[src/rtl/grf_arb_pkg.sv]
// rtl/grf_arb_pkg.sv - shared types and defaults for the GRF write arbiter
package grf_arb_pkg;

    localparam int STARVE_LIM_DEF = 4;
    localparam int FIFO_DEPTH_DEF = 2;
    localparam int QIDX_W         = (FIFO_DEPTH_DEF > 1) ? $clog2(FIFO_DEPTH_DEF) : 1;

    typedef struct packed {
        logic [4:0]  rw;
        logic [31:0] wd;
        logic [31:0] pc;
    } wr_req_t;

endpackage

[src/rtl/grf_arb_fifo.sv]
// rtl/grf_arb_fifo.sv - late-write queue with per-register squash and compaction
// Ports: Clk/Reset (async active-low), i_push/i_push_data enqueue at tail,
//        i_pop drops the head, i_sq_en/i_sq_rw invalidate entries by register,
//        o_head head entry, o_full/o_empty status, o_busy_mask registers pending.
module grf_arb_fifo
    import grf_arb_pkg::*;
#(
    parameter int DEPTH = FIFO_DEPTH_DEF
) (
    input  logic        Clk,
    input  logic        Reset,
    input  logic        i_push,
    input  wr_req_t     i_push_data,
    input  logic        i_pop,
    input  logic        i_sq_en,
    input  logic [4:0]  i_sq_rw,
    output wr_req_t     o_head,
    output logic        o_full,
    output logic        o_empty,
    output logic [31:0] o_busy_mask
);

    localparam int CW = $clog2(DEPTH + 1);
    localparam int IW = (DEPTH > 1) ? $clog2(DEPTH) : 1;

    wr_req_t          r_ent [DEPTH];
    logic [DEPTH-1:0] r_vld;

    wr_req_t          w_ent_nxt [DEPTH];
    logic [DEPTH-1:0] w_vld_nxt;
    logic [CW-1:0]    w_cnt;

    // Survivors are packed toward index 0 every cycle, so the stored queue is
    // always compacted and entry 0 is the oldest valid write.
    always_comb begin
        w_vld_nxt = '0;
        w_cnt     = '0;
        for (int i = 0; i < DEPTH; i++) begin
            w_ent_nxt[i] = r_ent[i];
        end
        for (int i = 0; i < DEPTH; i++) begin
            if (r_vld[i] && !(i_pop && (i == 0)) &&
                !(i_sq_en && (r_ent[i].rw == i_sq_rw))) begin
                w_ent_nxt[w_cnt[IW-1:0]] = r_ent[i];
                w_vld_nxt[w_cnt[IW-1:0]] = 1'b1;
                w_cnt = w_cnt + 1'b1;
            end
        end
        if (i_push && (w_cnt < CW'(DEPTH))) begin
            w_ent_nxt[w_cnt[IW-1:0]] = i_push_data;
            w_vld_nxt[w_cnt[IW-1:0]] = 1'b1;
        end
    end

    always_ff @(posedge Clk or negedge Reset) begin
        if (!Reset) begin
            r_vld <= '0;
            for (int i = 0; i < DEPTH; i++) begin
                r_ent[i] <= '0;
            end
        end else begin
            r_vld <= w_vld_nxt;
            for (int i = 0; i < DEPTH; i++) begin
                r_ent[i] <= w_ent_nxt[i];
            end
        end
    end

    always_comb begin
        o_busy_mask = '0;
        for (int i = 0; i < DEPTH; i++) begin
            if (r_vld[i]) begin
                o_busy_mask[r_ent[i].rw] = 1'b1;
            end
        end
    end

    assign o_head  = r_ent[0];
    assign o_empty = !r_vld[0];
    assign o_full  = &r_vld;

endmodule

[src/rtl/grf_wr_arb.sv]
// rtl/grf_wr_arb.sv - GRF write-port arbiter between WB pipeline and late units
// Ports: Clk, Reset (async active-low); p_we/p_rw/p_wd/p_pc pipeline write;
//        l_req/l_rw/l_wd/l_pc late write request, l_ack accept; WE/RW/WD/WPC
//        GRF write port; p_stall registered pipeline hold; busy_mask pending regs.
// Optional: define GRF_ARB_TRACE_EN to print one trace line per GRF write.
module grf_wr_arb
    import grf_arb_pkg::*;
#(
    parameter int STARVE_LIM = STARVE_LIM_DEF,
    parameter int FIFO_DEPTH = FIFO_DEPTH_DEF
) (
    input  logic        Clk,
    input  logic        Reset,
    input  logic        p_we,
    input  logic [4:0]  p_rw,
    input  logic [31:0] p_wd,
    input  logic [31:0] p_pc,
    input  logic        l_req,
    input  logic [4:0]  l_rw,
    input  logic [31:0] l_wd,
    input  logic [31:0] l_pc,
    output logic        l_ack,
    output logic        WE,
    output logic [4:0]  RW,
    output logic [31:0] WD,
    output logic [31:0] WPC,
    output logic        p_stall,
    output logic [31:0] busy_mask
);

    localparam int AGE_W = $clog2(STARVE_LIM + 1);

    logic [AGE_W-1:0] r_age;
    logic             r_stall;

    wr_req_t          w_head;
    wr_req_t          w_l_ent;
    logic             w_full;
    logic             w_empty;
    logic             w_head_vld;
    logic             w_p_act;
    logic             w_l_act;
    logic             w_pop;
    logic             w_bypass;
    logic             w_l_drop;
    logic             w_space;
    logic             w_push;
    logic             w_head_sq;
    logic             w_held;
    logic [AGE_W-1:0] w_age_nxt;
    logic             w_stall_nxt;

    assign w_l_ent    = '{rw: l_rw, wd: l_wd, pc: l_pc};
    assign w_head_vld = !w_empty;

    // A pipeline write to $0 is a no-op and leaves the port free.
    assign w_p_act  = p_we && (p_rw != 5'd0);
    assign w_l_act  = l_req && (l_rw != 5'd0);
    assign w_pop    = !w_p_act && w_head_vld;
    assign w_bypass = !w_p_act && !w_head_vld && w_l_act;
    // A late write to the register the pipeline is writing right now is
    // already stale (WAW), so it is acknowledged and thrown away.
    assign w_l_drop = w_p_act && w_l_act && (l_rw == p_rw);
    assign w_space  = !w_full || w_pop;
    assign w_push   = w_l_act && !w_bypass && !w_l_drop && w_space;
    assign l_ack    = l_req && (!w_l_act || w_bypass || w_l_drop || w_space);

    grf_arb_fifo #(
        .DEPTH(FIFO_DEPTH)
    ) u_fifo (
        .Clk        (Clk),
        .Reset      (Reset),
        .i_push     (w_push),
        .i_push_data(w_l_ent),
        .i_pop      (w_pop),
        .i_sq_en    (w_p_act),
        .i_sq_rw    (p_rw),
        .o_head     (w_head),
        .o_full     (w_full),
        .o_empty    (w_empty),
        .o_busy_mask(busy_mask)
    );

    always_comb begin
        WE  = w_p_act || w_pop || w_bypass;
        RW  = l_rw;
        WD  = l_wd;
        WPC = l_pc;
        if (w_p_act) begin
            RW  = p_rw;
            WD  = p_wd;
            WPC = p_pc;
        end else if (w_head_vld) begin
            RW  = w_head.rw;
            WD  = w_head.wd;
            WPC = w_head.pc;
        end
    end

    // Any head change (write, squash, empty queue) restarts the age; the stall
    // rises together with the age reaching STARVE_LIM-1 so the pipeline frees
    // the port on the next cycle.
    assign w_head_sq   = w_p_act && w_head_vld && (w_head.rw == p_rw);
    assign w_held      = w_head_vld && !w_pop && !w_head_sq;
    assign w_age_nxt   = !w_held ? '0 :
                         (r_age == AGE_W'(STARVE_LIM)) ? r_age : r_age + 1'b1;
    assign w_stall_nxt = w_held && (w_age_nxt >= AGE_W'(STARVE_LIM - 1));

    always_ff @(posedge Clk or negedge Reset) begin
        if (!Reset) begin
            r_age   <= '0;
            r_stall <= 1'b0;
        end else begin
            r_age   <= w_age_nxt;
            r_stall <= w_stall_nxt;
        end
    end

    assign p_stall = r_stall;

`ifdef GRF_ARB_TRACE_EN
    always @(posedge Clk) begin
        if (Reset && WE) begin
            $display("%0t@%h: $%0d <= %h", $time, WPC, RW, WD);
        end
    end
`endif

endmodule

[config.mk]
export PLATFORM = sky130hd
export DESIGN_NAME = grf_wr_arb
export DESIGN_NICKNAME = d
export VERILOG_FILES = /design/src/rtl/grf_arb_pkg.sv /design/src/rtl/grf_arb_fifo.sv /design/src/rtl/grf_wr_arb.sv
export SDC_FILE = /design/constraint.sdc
export NUM_CORES = 1
export LEC_CHECK = 0
export ABC_AREA = 1
export CAP_MARGIN = 20
export CORE_MARGIN = 8
export CORE_UTILIZATION = 50
export CTS_CLUSTER_DIAMETER = 200
export DETAILED_ROUTE_END_ITERATION = 16
export HOLD_SLACK_MARGIN = 0.1
export PLACE_DENSITY_LB_ADDON = 0.15
export RECOVER_POWER = 50
export SYNTH_ARGS = -nofsm -noshare
export SYNTH_HDL_FRONTEND = slang
export SYNTH_HIERARCHICAL = 1
export SYNTH_SLANG_ARGS = --single-unit
[constraint.sdc]
create_clock -name Clk -period 3.8 [get_ports Clk]
set_clock_uncertainty 0.15 [all_clocks]
set_input_delay 0.76 -clock Clk [delete_from_list [all_inputs] [get_ports Clk]]
set_output_delay 0.76 -clock Clk [all_outputs]
set_load 0.005 [all_outputs]
==> results.md <==
- Worst slew pin tran: 1.65 ns
- Commonest cells after routing, fill and taps aside: 479 x nand2_1, 231 x clkdlybuf4s50_1, 219 x nand3_1
- FF+latch count, synth: 144
- P_leak: 6.10 nW
- DRT Pass-1 Iters: 5
- CTS tree: yes
- Starting DRT DRC Count: 616
- Slew HR: -0.0999
- Final core utilization: 0.665
- Levels on crit path: 10
- Crit Path Max Fanout: 36
- Cells on worst reg2reg path: 12
- Global-route usage over all layers: 0.234
- Clock sink count: 144
- Row count: 49
- Cell family with most CP delay: buffers and inverters
- Final Slew Violations: 129
- Power Density: 747 nW/µm²
- Core footprint: 18100 µm²
- Wire length of the first global-routing pass: 45.5 mm
- VDD IR max: 624 µV
- Buffers on Ports: 245
- WS Path Type: in2out
- DRT Wirelength: 27.1 mm
- Vias in the first global route: 9215
- Cells after Synth: 1396
- Largest net degree at the start of global routing: 68
- RSZ-0062 raised after global routing: no
- Initial Util: 0.512
- Most common cell after layout, fill and taps aside: nand2_1
- Worst-skew pair later-pin latency: 0.42 ns
- Crit. End Element: primary output
- Seq/Total Area, Yosys: 0.389
- Sw frac: 0.423
- Mapped Nets: 1542
- Initial antenna violation count: 0
- Post-DP HPWL: 18.9 mm
- Status: complete, but fails checks
- Clock Tree Buf Depth: 2
- Failing checks: capacitance limit, slew limit
- Final Hold Viols: 0
- IO Pins: 246
- Hold Path Class: reg2reg
- Fmax: 0.270 GHz
- Critical Path Start Type: input pin
- Final Critical Period: 3.70 ns
- Die area: 23200 µm²
- Routed Antenna Nets: 0
- Cells along the critical path: clkdlybuf4s50_1 > nor2_1 > nand3_2 > nand2_4 > nand2_4 > inv_2 > buf_12 > nand2_1 > o221ai_1 > clkdlybuf4s50_1
- Required @ worst endpoint: 2.89 ns
- WP data arrival: 2.79 ns
- Total setup buffers inserted after CTS: 0
- Synth cell types: 29
- Slowest CP cell: clkdlybuf4s50_1
- Flop2flop setup slack: 0.81 ns
- Via-to-Cell Ratio: 5.13
- Synth Cell Area: 9270 µm²
- Internal power: 5.19 mW
- Total power draw: 8.99 mW
- CTS clk-pin slew, worst paths: 0.06 ns
- Hold Path Depth: 2
- RD Place Congestion: 0.848
- Setup_tns: 0 ns
- GR Overflow Total: 0
- Logic pwr share: 0.510
- Number of max-cap violations: 2
- Reg power frac: 0.304
- Fillers: 1611
- Root buffer cell: clkbuf_16
- Final Setup Violations: 0
- Net total in the final layout: 1696
- Layout area overhead: 29.8%
- Final Cycle Share: 0.973
- Clk pwr share: 0.186
- H-tree depth: 4
- Switching power total: 3.81 mW
- CTS buffer count: 17
- Avg Inst Size Synth: 6.64 µm²
- Drt drc: 0
- Crit path largest cell delay: 0.57 ns
- Worst Path Buf+Inv: 4
- WL/cell: 15.1 µm
- Layout cell share with drive strength beyond 1: 0.0531
- Total number of yosys warnings: 6
- Die H: 152 µm
- Die width: 152 µm
- Routed via count: 9189
## path summary, 6_finish.rpt
check,start,endpoint
min in group asynchronous,Reset,u_fifo/o_head[66]$_DFF_PN0_
worst min register to register,u_fifo/r_ent[47]$_DFFE_PN0P_,u_fifo/r_ent[47]$_DFFE_PN0P_
worst max-delay path,p_rw[2],RW[0]
worst max register to register,u_fifo/r_vld[0]$_DFF_PN0_,u_fifo/r_ent[62]$_DFFE_PN0P_
worst min-delay path,u_fifo/r_ent[47]$_DFFE_PN0P_,u_fifo/r_ent[47]$_DFFE_PN0P_
max in group asynchronous,Reset,u_fifo/o_head[25]$_DFF_PN0_
## layer usage
metal	global-route usage	wire length (µm)	vias up
li1	-	-	4579
met1	0.293	11900	4250
met2	0.399	13000	335
met3	0.0457	1800	25
met4	0.0747	379	0
met5	0	0	-
## registers in the layout (all words and copies together) (netlist names)
name           count
p_stall            1
u_fifo/r_ent      69
r_age              3
u_fifo/o_head     69
u_fifo/r_vld       2
## cell usage after synthesis, drive strengths merged
cell | number | area share
nand2 | 492 | 0.20
nand3 | 220 | 0.12
inv | 170 | 0.069
dfrtp | 144 | 0.39
buf | 113 | 0.086
nor2 | 92 | 0.038
a21oi | 71 | 0.038
o21ai | 33 | 0.018
clkbuf | 27 | 0.011
nor3 | 12 | 0.0065
xor2 | 6 | 0.0057
ha | 4 | 0.0054
o211ai | 3 | 0.0024
nand4 | 2 | 0.0013
o221ai | 2 | 0.0019
xnor2 | 2 | 0.0019
a21boi | 1 | 0.00081
nand3b | 1 | 0.00081
o21bai | 1 | 0.00081
## worst register-to-register path: stages, from the launching register on
cell     delay (ns)
dfrtp_1        0.38
inv_1          0.27
inv_1          0.15
nand2_4        0.12
inv_4          0.05
buf_12         0.15
nor2_1         0.16
nand2_2        0.10
ha_1           0.35
nand2_1        0.33
buf_4          0.47
nor2_1         0.08
a21oi_1        0.14
## through the flow
stage / cells / worst slack (ns) / instance area [µm²] / hold WS, ns
after CTS: 1791 / 0.0931 / 12100 / 0.185
after global placement: 1760 / 0.0940 / 11500 / 0.340
final: 1792 / 0.102 / 12000 / 0.363
after global routing: 1791 / 0.00121 / 12000 / 0.371
after floorplan: 1396 / 0.458 / 9270 / 0.314
after detailed placement: 1760 / 0.0829 / 11500 / 0.353
## power by group through the flow
stage / registers [mW] / logic (mW) / clock network, mW
2_1_floorplan: 2.60 / 3.44 / 0
3_5_place_dp: 2.74 / 4.65 / 0
3_3_place_gp: 2.71 / 4.54 / 0
4_1_cts: 2.72 / 4.69 / 1.70
5_1_grt: 2.80 / 5.19 / 1.76
6_report: 2.73 / 4.59 / 1.67
## what timing repair did
| action | 4_1_cts | 5_1_grt |
|---|---|---|
| hold buffers | 0 | 0 |
| resized for setup | 0 | 1 |
| endpoints found under the setup margin | 0 | 1 |
## cells by family (layout without fill, tap and decap cells)
kind of cell,count (synthesis),in the layout,share of synthesized area
other cells,0,1,0
buf+inv,310,476,0.166
xor+xnor,8,8,0.00756
compound gates,111,111,0.0621
fa+ha+maj,4,4,0.00540
simple gates,819,819,0.370
flops,144,144,0.389
## final cells by class
cell class / instances / area, µm² / share of cell area
well taps: 229 / 287 / 0.0238
multi-input cells: 942 / 4130 / 0.343
diodes: 1 / 2.50 / 0.000208
repair buffers: 275 / 2780 / 0.231
clock inverters: 12 / 135 / 0.0112
inverters: 170 / 641 / 0.0532
flip-flops and latches: 144 / 3600 / 0.299
clock buffers: 19 / 453 / 0.0376
Power figures use the tool's default switching activity.
